`config.mk`:
```
export PLATFORM = sky130hd
export DESIGN_NAME = seq_right_shift16
export DESIGN_NICKNAME = d
export VERILOG_FILES = /design/src/rtl/shift_pkg.sv /design/src/rtl/shift_step.sv /design/src/rtl/seq_right_shift16.sv
export SDC_FILE = /design/constraint.sdc
export NUM_CORES = 1
export LEC_CHECK = 0
export ABC_AREA = 1
export CAP_MARGIN = 30
export CORE_MARGIN = 2
export CORE_UTILIZATION = 50
export DETAILED_ROUTE_END_ITERATION = 10
export PLACE_DENSITY = 0.87
export SYNTH_ARGS = -nofsm -noshare
export SYNTH_HDL_FRONTEND = slang
export SYNTH_SLANG_ARGS = --single-unit
```
`constraint.sdc`:
```
create_clock -name clk -period 2.4 [get_ports clk]
set_input_delay 0.24 -clock clk [delete_from_list [all_inputs] [get_ports clk]]
set_output_delay 0.24 -clock clk [all_outputs]
set_load 0.02 [all_outputs]
```
`src/rtl/shift_pkg.sv`:
```
// rtl/shift_pkg.sv - shared state enum, counter width and STEP legality for the sequential right shifter
package shift_pkg;

  typedef enum logic [1:0] {
    IDLE  = 2'd0,
    SHIFT = 2'd1,
    DONE  = 2'd2
  } state_e;

  localparam int WIDTH_DEFAULT = 16;
  localparam int STEP_DEFAULT  = 4;

  // Remaining-count width must hold WIDTH itself, not just WIDTH-1.
  localparam int CNT_W_DEFAULT = $clog2(WIDTH_DEFAULT + 1);

  function automatic int cnt_width(input int width);
    return $clog2(width + 1);
  endfunction

  function automatic bit step_legal(input int step, input int width);
    return (step >= 1) && (step <= width) && ((step & (step - 1)) == 0);
  endfunction

  localparam bit STEP_DEFAULT_OK = step_legal(STEP_DEFAULT, WIDTH_DEFAULT);

endpackage

```
`src/rtl/shift_step.sv`:
```
// rtl/shift_step.sv - combinational right shift of WIDTH bits by 0..STEP with a fill bit
module shift_step
  import shift_pkg::*;
#(
  parameter int WIDTH = WIDTH_DEFAULT,
  parameter int STEP  = STEP_DEFAULT,
  parameter int KW    = $clog2(STEP + 1)
) (
  input  logic [WIDTH-1:0] d,
  input  logic [KW-1:0]    k,
  input  logic             fill,
  output logic [WIDTH-1:0] q
);

  logic [WIDTH-1:0] ones;
  logic [WIDTH-1:0] vacated;

  // Vacated positions are the bits a logical shift of all-ones leaves clear.
  always_comb begin
    ones    = '1;
    vacated = ~(ones >> k);
    q       = (d >> k) | (vacated & {WIDTH{fill}});
  end

endmodule

```
`src/rtl/seq_right_shift16.sv`:
```
// rtl/seq_right_shift16.sv - multi-cycle right shifter, optional arithmetic mode via SEQ_RIGHT_SHIFT_ARITH_EN
module seq_right_shift16
  import shift_pkg::*;
#(
  parameter int WIDTH = WIDTH_DEFAULT,
  parameter int STEP  = STEP_DEFAULT
) (
  input  logic             clk,
  input  logic             rst_n,
  input  logic             in_valid,
  output logic             in_ready,
  input  logic [WIDTH-1:0] a,
  input  logic [15:0]      b,
`ifdef SEQ_RIGHT_SHIFT_ARITH_EN
  input  logic             arith,
`endif
  output logic             out_valid,
  input  logic             out_ready,
  output logic [WIDTH-1:0] out,
  output logic             busy
);

  localparam int CNT_W = cnt_width(WIDTH);
  localparam int KW    = $clog2(STEP + 1);

  if (!step_legal(STEP, WIDTH)) begin : g_bad_step
    $error("seq_right_shift16: STEP must be a power of two in 1..WIDTH");
  end

  state_e           state_q, state_d;
  logic [WIDTH-1:0] data_q, data_d;
  logic [CNT_W-1:0] rem_q, rem_d;
  logic             fill_q, fill_d;
  logic [WIDTH-1:0] out_q, out_d;
  logic             in_ready_q, in_ready_d;
  logic             out_valid_q, out_valid_d;
  logic             busy_q, busy_d;

  logic [KW-1:0]    k_step;
  logic [WIDTH-1:0] shifted;
  logic             fill_in;

  always_comb begin
    if (rem_q < CNT_W'(STEP)) k_step = KW'(rem_q);
    else                      k_step = KW'(STEP);
  end

  shift_step #(
    .WIDTH (WIDTH),
    .STEP  (STEP),
    .KW    (KW)
  ) u_shift_step (
    .d    (data_q),
    .k    (k_step),
    .fill (fill_q),
    .q    (shifted)
  );

`ifdef SEQ_RIGHT_SHIFT_ARITH_EN
  assign fill_in = arith & a[WIDTH-1];
`else
  assign fill_in = 1'b0;
`endif

  always_comb begin
    state_d     = state_q;
    data_d      = data_q;
    rem_d       = rem_q;
    fill_d      = fill_q;
    out_d       = out_q;
    in_ready_d  = in_ready_q;
    out_valid_d = out_valid_q;
    busy_d      = busy_q;

    unique case (state_q)
      IDLE: begin
        if (in_valid) begin
          data_d     = a;
          fill_d     = fill_in;
          in_ready_d = 1'b0;
          busy_d     = 1'b1;
          // Oversized shift amounts saturate to WIDTH rather than wrapping.
          if (b >= 16'(WIDTH)) rem_d = CNT_W'(WIDTH);
          else                 rem_d = CNT_W'(b);
          if (b == 16'd0) begin
            state_d     = DONE;
            out_d       = a;
            out_valid_d = 1'b1;
          end else begin
            state_d = SHIFT;
          end
        end
      end

      SHIFT: begin
        data_d = shifted;
        rem_d  = rem_q - CNT_W'(k_step);
        if (rem_q == CNT_W'(k_step)) begin
          state_d     = DONE;
          out_d       = shifted;
          out_valid_d = 1'b1;
        end
      end

      DONE: begin
        if (out_ready) begin
          state_d     = IDLE;
          out_valid_d = 1'b0;
          busy_d      = 1'b0;
          in_ready_d  = 1'b1;
        end
      end

      default: begin
        state_d     = IDLE;
        out_valid_d = 1'b0;
        busy_d      = 1'b0;
        in_ready_d  = 1'b1;
      end
    endcase
  end

  always_ff @(posedge clk) begin
    if (!rst_n) begin
      state_q     <= IDLE;
      data_q      <= '0;
      rem_q       <= '0;
      fill_q      <= 1'b0;
      out_q       <= '0;
      in_ready_q  <= 1'b1;
      out_valid_q <= 1'b0;
      busy_q      <= 1'b0;
    end else begin
      state_q     <= state_d;
      data_q      <= data_d;
      rem_q       <= rem_d;
      fill_q      <= fill_d;
      out_q       <= out_d;
      in_ready_q  <= in_ready_d;
      out_valid_q <= out_valid_d;
      busy_q      <= busy_d;
    end
  end

  assign in_ready  = in_ready_q;
  assign out_valid = out_valid_q;
  assign out       = out_q;
  assign busy      = busy_q;

endmodule

```
Yosys cells after proc, flatten, opt, wreduce, memory -nomap -nowiden
Index checks and enable logic that the tools add are counted.
- memories kept: 0
- bits in latches: 0
- RAM bits: 0
- memory bits (read-only): 0
- register bits after elaboration: 42
- logic and storage cells: 52
- output and inout bits: 19
- order comparisons: 2
- shift operators: 1
- bitwise gates (word level): 1
- eq/ne operators: 7
- multipliers: 0
- muxes and demuxes: 25
- divide/modulo/power cells: 0
- reduce and logical (&&, ||, !) cells: 8
- add/subtract/negate cells: 1
- operators by type and width (kind ; count):
    $mux 16 ; 4
    $pmux 16 s2 ; 2
    $ge 16x5->1 const B ; 1
    $logic_not 16->1 ; 1
    $shr 16x3->16 ; 1
    $mux 5 ; 2
    $pmux 5 s2 ; 1
    $pmux 1 s3 ; 3
    $mux 2 ; 4
    $ne 2x2->1 const B ; 4
    $reduce_and 4->1 ; 2
    $mux 1 ; 7
    $pmux 2 s3 ; 1
    $reduce_and 3->1 ; 2
    $eq 5x3->1 ; 1
    $lt 5x3->1 const B ; 1
    $sub 5x3->5 ; 1
    $mux 3 ; 1
    $eq 2x1->1 const B ; 1
    $eq 2x2->1 const B ; 1
    $logic_not 2->1 ; 1
    $reduce_and 2->1 ; 1
    $reduce_bool 2->1 ; 1
    $not 1->1 ; 1

Longest topological paths before layout
Gate-level depths: netlist of run 1.
- depth in word-level cells: 5
- gate-level depth with buffers: 12
- depth with buffers taken out: 12

By module
A second synthesis of run 1 with hierarchy kept.
- cell total of the unflattened synthesis: 412
- area, all modules: 2590.0 um2
- by module, submodules not included (module ; cells each ; area an instance (um2) ; seq. area each (um2) ; instances):
    seq_right_shift16 ; 286 ; 1964.4 ; 840.8 ; 1
    shift_step ; 126 ; 625.6 ; 0.0 ; 1

Worst setup path before layout of run 1
Ideal clock, no wire load.
- path type: reg-to-reg
- start: register rem_q[4]
- end: register rem_q[4]
- path slack: 1.014 ns
- arrival time: 1.314 ns
- stages on the path, launching flop included: 10
- path buffers: 0
- path through: dfxtp_1 -> nor2_8 -> nand2_4 -> nand2_1 -> ha_1 -> a21oi_1 -> nand3_1 -> o21ai_0 -> nand2_1 -> a21oi_1
- longest elaborated chain between the ends: 4
- ends and longest elaborated chain (item ; line ; RTL):
    from (decl) ; seq_right_shift16.sv:32 ; logic [CNT_W-1:0] rem_q, rem_d;
    from (signal assigned) ; seq_right_shift16.sv:136 ; rem_q <= rem_d;
    $lt 5x3->1 ; seq_right_shift16.sv:44 ; if (rem_q < CNT_W'(STEP)) k_step = KW'(rem_q);
    $mux 3 ; seq_right_shift16.sv:44 ;
    $sub 5x3->5 * ; seq_right_shift16.sv:97 ; rem_d = rem_q - CNT_W'(k_step);
    $pmux 5 s2 * ; seq_right_shift16.sv:75 ; unique case (state_q)
Mark *: on every way between the ends. The rest lies on a longest branch, timed or not.
A chain may end at the register's enable or synchronous reset.

Final worst setup path of run 1
- start: register state_q[0]
- end: register out_q[5] (netlist: out[5])
- longest elaborated chain between the ends: 3
- elaborated cells on any way between the ends: 8
- those cells by class: eq/ne: 4; mux: 1; reduce/logical: 3
- ends and longest elaborated chain (item ; line ; RTL):
    from (decl) ; seq_right_shift16.sv:30 ; state_e state_q, state_d;
    from (signal assigned) ; seq_right_shift16.sv:134 ; state_q <= state_d;
    $eq 2x1->1 or $logic_not 2->1 (tied branches) ; seq_right_shift16.sv:75 ;
    $ne 2x2->1 (no source line) or $reduce_bool 2->1 (tied branches) ; n/a ;
    $reduce_and 4->1 (no source line) ; n/a ;
    to (signal assigned) ; seq_right_shift16.sv:138 ; out_q <= out_d;
    to (decl) ; seq_right_shift16.sv:34 ; logic [WIDTH-1:0] out_q, out_d;
Parallel ways exist; a longest one is shown, timed or not.

==> qor.yml, run 1 <==
worst_pin_slew_ns: 0.7328
wl_per_cell_um: 12.13
netlist_instances: 434
synth_area_leaders: "dfxtp_1, nand2_1, nand3_1, inv_1, a21oi_1"
die_y_um: 76.22
num_vias: 2867
powerDensity_nw_per_um2: 727.6
yosysMostFrequentCell: "nand2_1"
yosys_warnings: 0
fin_skew_ns: 0.006175
vdd_drop_max_uv: 297.1
synth-edff-count: 0
postCtsSetupBuffers: 0
avgSynthCellArea_um2: 6.008
drt_iter0_markers: 318
drtPass1Iterations: 8
clk_latency_ns: 0.31
antenna_found_initial: 0
cp_data_arrival_time_ns: 2.02
routed_wl_um: 6684
routabilityCongestion: 0.9043
criticalPathCategory: "reg -> reg"
layout-drive-gt1-share_pct: 7.277
rows: 26
grt_first_pass_wirelength_um: 11310
setup_viol: 0
synthArstFlopShare_pct: 0
initial_core_util_pct: 51.38
clock_path_buffers: 2
fin_ws_ns: 0.5822
area_delta_synth_final_pct: 25.58
final-hold-violation-count: 0
path_clk_slew_ns: 0.08
status: "completed"
dp_slack_ns: 0.5860
fillers: 476
synth_area_um2: 2608
period_share_pct: 75.74
syn-num-nets: 471
cp_max_fo: 22
synth_ff_type: "dfxtp_1"
cts_tree: "built"
fmax_ghz: 0.5501
fin_tns_setup_ns: 0
grt_usage_pct: 23.50
ant_nets: 0
die_w_um: 76.22
yosys.area.top_type: "dfxtp_1"
avgViaCountPerCell: 5.203
antenna_cells: 0
cts_max_level: 2
finalCriticalPeriod_ns: 1.818
die_area_um2: 5809
clock_sinks: 42
grt_max_degree: 34
drcViolationCount: 0
cts_resized: 0
synth_common_cells: "nand2_1, inv_1, nand3_1"
core_um2: 5075
holdBufCountCts: 0
yosysUniqueCellTypes: 27
root_buffer: "clkbuf_8"
final_nets: 517
grt_pass1_vias: 2555
hpwl_um: 4767
critPathLaunchType: "flop"
critPathRequiredTime_ns: 2.60
ys_ff_latch: 42
grt-ovfl-total: 0
io_buffers: 54
rsz0062_at_grt: "no"
slew_headroom_pct: 51.09
slew_viol_final: 0
ys_seq_area_share_pct: 32.25
hp-class: "reg -> reg"
drv_cap: 0
io_pins: 55
synth_top_area_share_pct: 32.25
p_leak_nw: 1.542
cts_buffers: 5
worst_setup_path_end_kind: "flop"
==> layer usage <==
| metal | track usage, % | vias up | routed length, um |
|---|---|---|---|
| met3 | 4.384 | 8 | 441 |
| met5 | 0 | - | 0 |
| li1 | - | 1475 | - |
| met1 | 30.22 | 1280 | 2955 |
| met2 | 40.18 | 104 | 3212 |
| met4 | 6.909 | 0 | 75 |
==> metrics by stage <==
| step | hold slack [ns] | std cells | cell area (um2) | utilization, % | total power, mW |
|---|---|---|---|---|---|
| after floorplan | 0.3982 | 434 | 2608 | - | 1.596 |
| after global placement | 0.4370 | 543 | 3179 | 62.65 | 1.871 |
| after detailed placement | 0.4382 | 543 | 3179 | 62.65 | 1.891 |
| after CTS | 0.4504 | 551 | 3274 | 64.52 | 2.380 |
| after global routing | 0.4796 | 551 | 3274 | 64.52 | 2.546 |
| final | 0.4481 | 551 | 3274 | 64.52 | 2.382 |
==> critical path: stages, from the launching register on <==
cell and delay [ns]:
dfxtp_1 0.40, inv_2 0.08, nor2_1 0.13, buf_4 0.18, inv_1 0.33, a21oi_1 0.25, nand3_1 0.14, a21oi_1 0.15
nor2_1 0.05
==> placed cells by master (no fill, tap or decap), types with 2 or more instances in the layout <==
cell type        instances
dfxtp_1                 42
o21ai_1                  5
nor3_1                   2
a21oi_1                 38
buf_4                    7
nand2_1                120
o211ai_1                 3
o21ai_0                 17
inv_1                   53
nand4_1                 14
a31oi_1                  2
or2_2                    6
nor2_1                  45
inv_2                    4
nor2_2                   3
nand3_2                  2
clkdlybuf4s50_1         54
nand3_1                 48
clkbuf_8                 6
==> sequential cells by signal, summed over array words and instances, names as in the netlist <==
register	flops
data_q	16
busy	1
out_valid	1
in_ready	1
state_q	2
out	16
rem_q	5
==> cell families (layout without fill, tap and decap cells) <==
kind of cell             Yosys count  after routing  synth area share [%]
AO/OA/AOI/OAI                     67             67                 13.39
other                              1              1                0.1438
AND/OR/NAND/NOR                  243            243                 41.07
flip-flops                        42             42                 32.25
buffers and inverters             80            127                 12.67
adder cells (fa/ha/maj)            1              1                0.4798
==> report_power, final <==
part	internal, mW	leakage (nW)	switching [mW]
clock	0.231	0.0472	0.262
combinational	0.382	1.15	0.611
sequential	0.810	0.347	0.0861
total	1.42	1.54	0.959
==> layout make-up <==
class	count	area (um2)	share of cell area, %
well taps	70	87.58	2.675
multi-input cells	312	1440	43.98
flip-flops and latches	42	840.8	25.68
repair buffers	61	593.1	18.11
clock inverters	2	12.51	0.3821
inverters	58	217.7	6.649
clock buffers	6	82.58	2.522
==> final timing paths <==
check | start | to | slack (ns) | depth (start not counted)
hold reg to reg | busy$_SDFFE_PN0P_ | busy$_SDFFE_PN0P_ | 0.45 | 2
setup reg to reg | state_q[0]$_SDFFE_PN0P_ | out[5]$_SDFFE_PN0P_ | 0.58 | 8
hold / removal | busy$_SDFFE_PN0P_ | busy$_SDFFE_PN0P_ | 0.45 | 2
setup / recovery | state_q[0]$_SDFFE_PN0P_ | out[5]$_SDFFE_PN0P_ | 0.58 | 8
(Power assumes the default switching activity.)
==> inputs of run 2 (changes only) <==
--- a/config.mk
+++ b/config.mk
@@ -8,9 +8,9 @@
 export ABC_AREA = 1
 export CAP_MARGIN = 30
 export CORE_MARGIN = 2
-export CORE_UTILIZATION = 50
+export CORE_UTILIZATION = 46
 export DETAILED_ROUTE_END_ITERATION = 10
-export PLACE_DENSITY = 0.87
+export PLACE_DENSITY = 0.84
 export SYNTH_ARGS = -nofsm -noshare
 export SYNTH_HDL_FRONTEND = slang
 export SYNTH_SLANG_ARGS = --single-unit
==> constraint.sdc (replaced) <==
create_clock -name clk -period 1.6 [get_ports clk]
set_input_delay 0.16 -clock clk [delete_from_list [all_inputs] [get_ports clk]]
set_output_delay 0.16 -clock clk [all_outputs]
set_load 0.02 [all_outputs]
==> run 2 against run 1 <==
Final cell count rose by 2.9%. Clock power rose by 42%. Wire length up 6.1%. First-iteration DRC count decreased by 25%. Worst hold slack better by 0.0066 ns. Critical path depth rose by 4. Design area up 4.2%. Via count up 3.8%. Critical endpoint is now rem_q[4]$_SDFFE_PN0P_. Largest cell class unchanged. Highest routed layer unchanged.
==> qor.yml, run 2 (synthesized netlist as in run 1, its figures left out) <==
core_um2: 5507
worst_setup_path_end_kind: "flop"
drcViolationCount: 0
postCtsSetupBuffers: 0
powerDensity_nw_per_um2: 1074
grt_usage_pct: 23.89
final_cell_mix: "nand2_1, clkdlybuf4s50_1, inv_1, nand3_1, nor2_1"
critPathRequiredTime_ns: 1.82
cts_max_level: 2
fin_ws_ns: 0.1110
status: "completed"
fillers: 519
fin_skew_ns: 0.007938
final-hold-violation-count: 0
cp_data_arrival_time_ns: 1.71
io_pins: 55
rows: 27
slowest_stage: "dfxtp_2"
cts_tree: "built"
clk_latency_ns: 0.30
antenna_found_initial: 0
final_nets: 531
fmax_ghz: 0.6716
antenna_cells: 0
drv_cap: 0
cts_buffers: 5
final_common_cell: "nand2_1"
clock_path_buffers: 2
setup_viol: 0
path_clk_slew_ns: 0.08
root_buffer: "clkbuf_8"
drt_iter0_markers: 237
layout-drive-gt1-share_pct: 11.11
place_area_um2: 3299
initial_core_util_pct: 47.35
die_area_um2: 6287
design_area_um2: 3413
grt_max_degree: 34
clock_sinks: 42
ant_nets: 0
hp-class: "reg -> reg"
vdd_drop_max_uv: 520.7
avgViaCountPerCell: 5.249
rsz0062_at_grt: "yes"
max_stage_delay_ns: 0.36
cp_max_fo: 9
seqCellArea_um2: 845.8
die_y_um: 79.29
grt-ovfl-total: 0
crit_chain: "nor2_8 > nand2_4 > nand2_1 > ha_1 > inv_1 > nand2_1 > nand2_1 > nand2_1 > nand2_1 > nand2_1 > nand2_1 > a21oi_1"
holdBufCountCts: 0
p_leak_nw: 1.615
multi_input_area_um2: 1451
critPathLaunchType: "flop"
slew_viol_final: 0
finalCriticalPeriod_ns: 1.489
whs_ns: 0.4547
hpwl_um: 5188
critPathMostFrequentCell: "nand2_1"
period_share_pct: 93.06
num_vias: 2976
fin_tns_setup_ns: 0
area_delta_synth_final_pct: 30.90
wl_per_cell_um: 12.51
post-route-util_pct: 61.99
routed_wl_um: 7092
criticalPathCategory: "reg -> reg"
die_w_um: 79.29
grt_pass1_vias: 2835
routabilityCongestion: 0.9257
grt_first_pass_wirelength_um: 12250
dp_slack_ns: -0.09795
io_buffers: 54
drtPass1Iterations: 5
-- run 2: critical path, delay by kind of cell (launching register included) --
family / cells / cell delay, ns
AOI/OAI and AO/OA: 1 / 0.12
adders and majority gates: 1 / 0.18
and+or+nand+nor: 9 / 0.71
buffers and inverters: 1 / 0.04
DFF: 1 / 0.36
-- run 2: metrics by stage --
stage               cells  total power, mW
finish                567            3.664
global route          567            3.944
CTS                   567            3.647
detailed placement    559            2.945
global placement      559            2.903
floorplan             434            2.394
-- run 2: timing repair --
action,CTS,global route
endpoints found under the hold margin,0,0
gates resized for setup,0,10
setup endpoints to repair,0,24
-- run 2: cell type report --
class,count,area share [%]
Tap cell,72,2.639
Multi-Input combinational cell,312,42.52
Inverter,58,6.378
Clock inverter,3,0.6232
Timing Repair Buffer,75,21.04
Clock buffer,5,2.016
Sequential cell,42,24.78
-- run 2: final timing paths --
kind | slack [ns] | end | depth (start not counted) | from
min | 0.45 | busy$_SDFFE_PN0P_ | 2 | busy$_SDFFE_PN0P_
max | 0.11 | rem_q[4]$_SDFFE_PN0P_ | 12 | rem_q[4]$_SDFFE_PN0P_
min reg2reg | 0.45 | busy$_SDFFE_PN0P_ | 2 | busy$_SDFFE_PN0P_
max reg2reg | 0.11 | rem_q[4]$_SDFFE_PN0P_ | 12 | rem_q[4]$_SDFFE_PN0P_
-- run 2: layer usage --
layer	part of all wire (%)	vias up	track usage (%)	wire, um
li1	-	1506	-	-
met1	43	1328	29.35	3076
met2	48	130	41.86	3430
met3	6.7	12	3.864	476
met4	1.5	0	8.793	109
met5	0	-	0	0
-- run 2: power by group --
| part | total, mW | leakage [nW] | internal, mW | switching (mW) |
|---|---|---|---|---|
| logic | 1.62 | 1.22 | 0.660 | 0.958 |
| clock network | 0.699 | 0.0441 | 0.307 | 0.393 |
| registers | 1.35 | 0.348 | 1.22 | 0.128 |
| total | 3.66 | 1.61 | 2.19 | 1.48 |
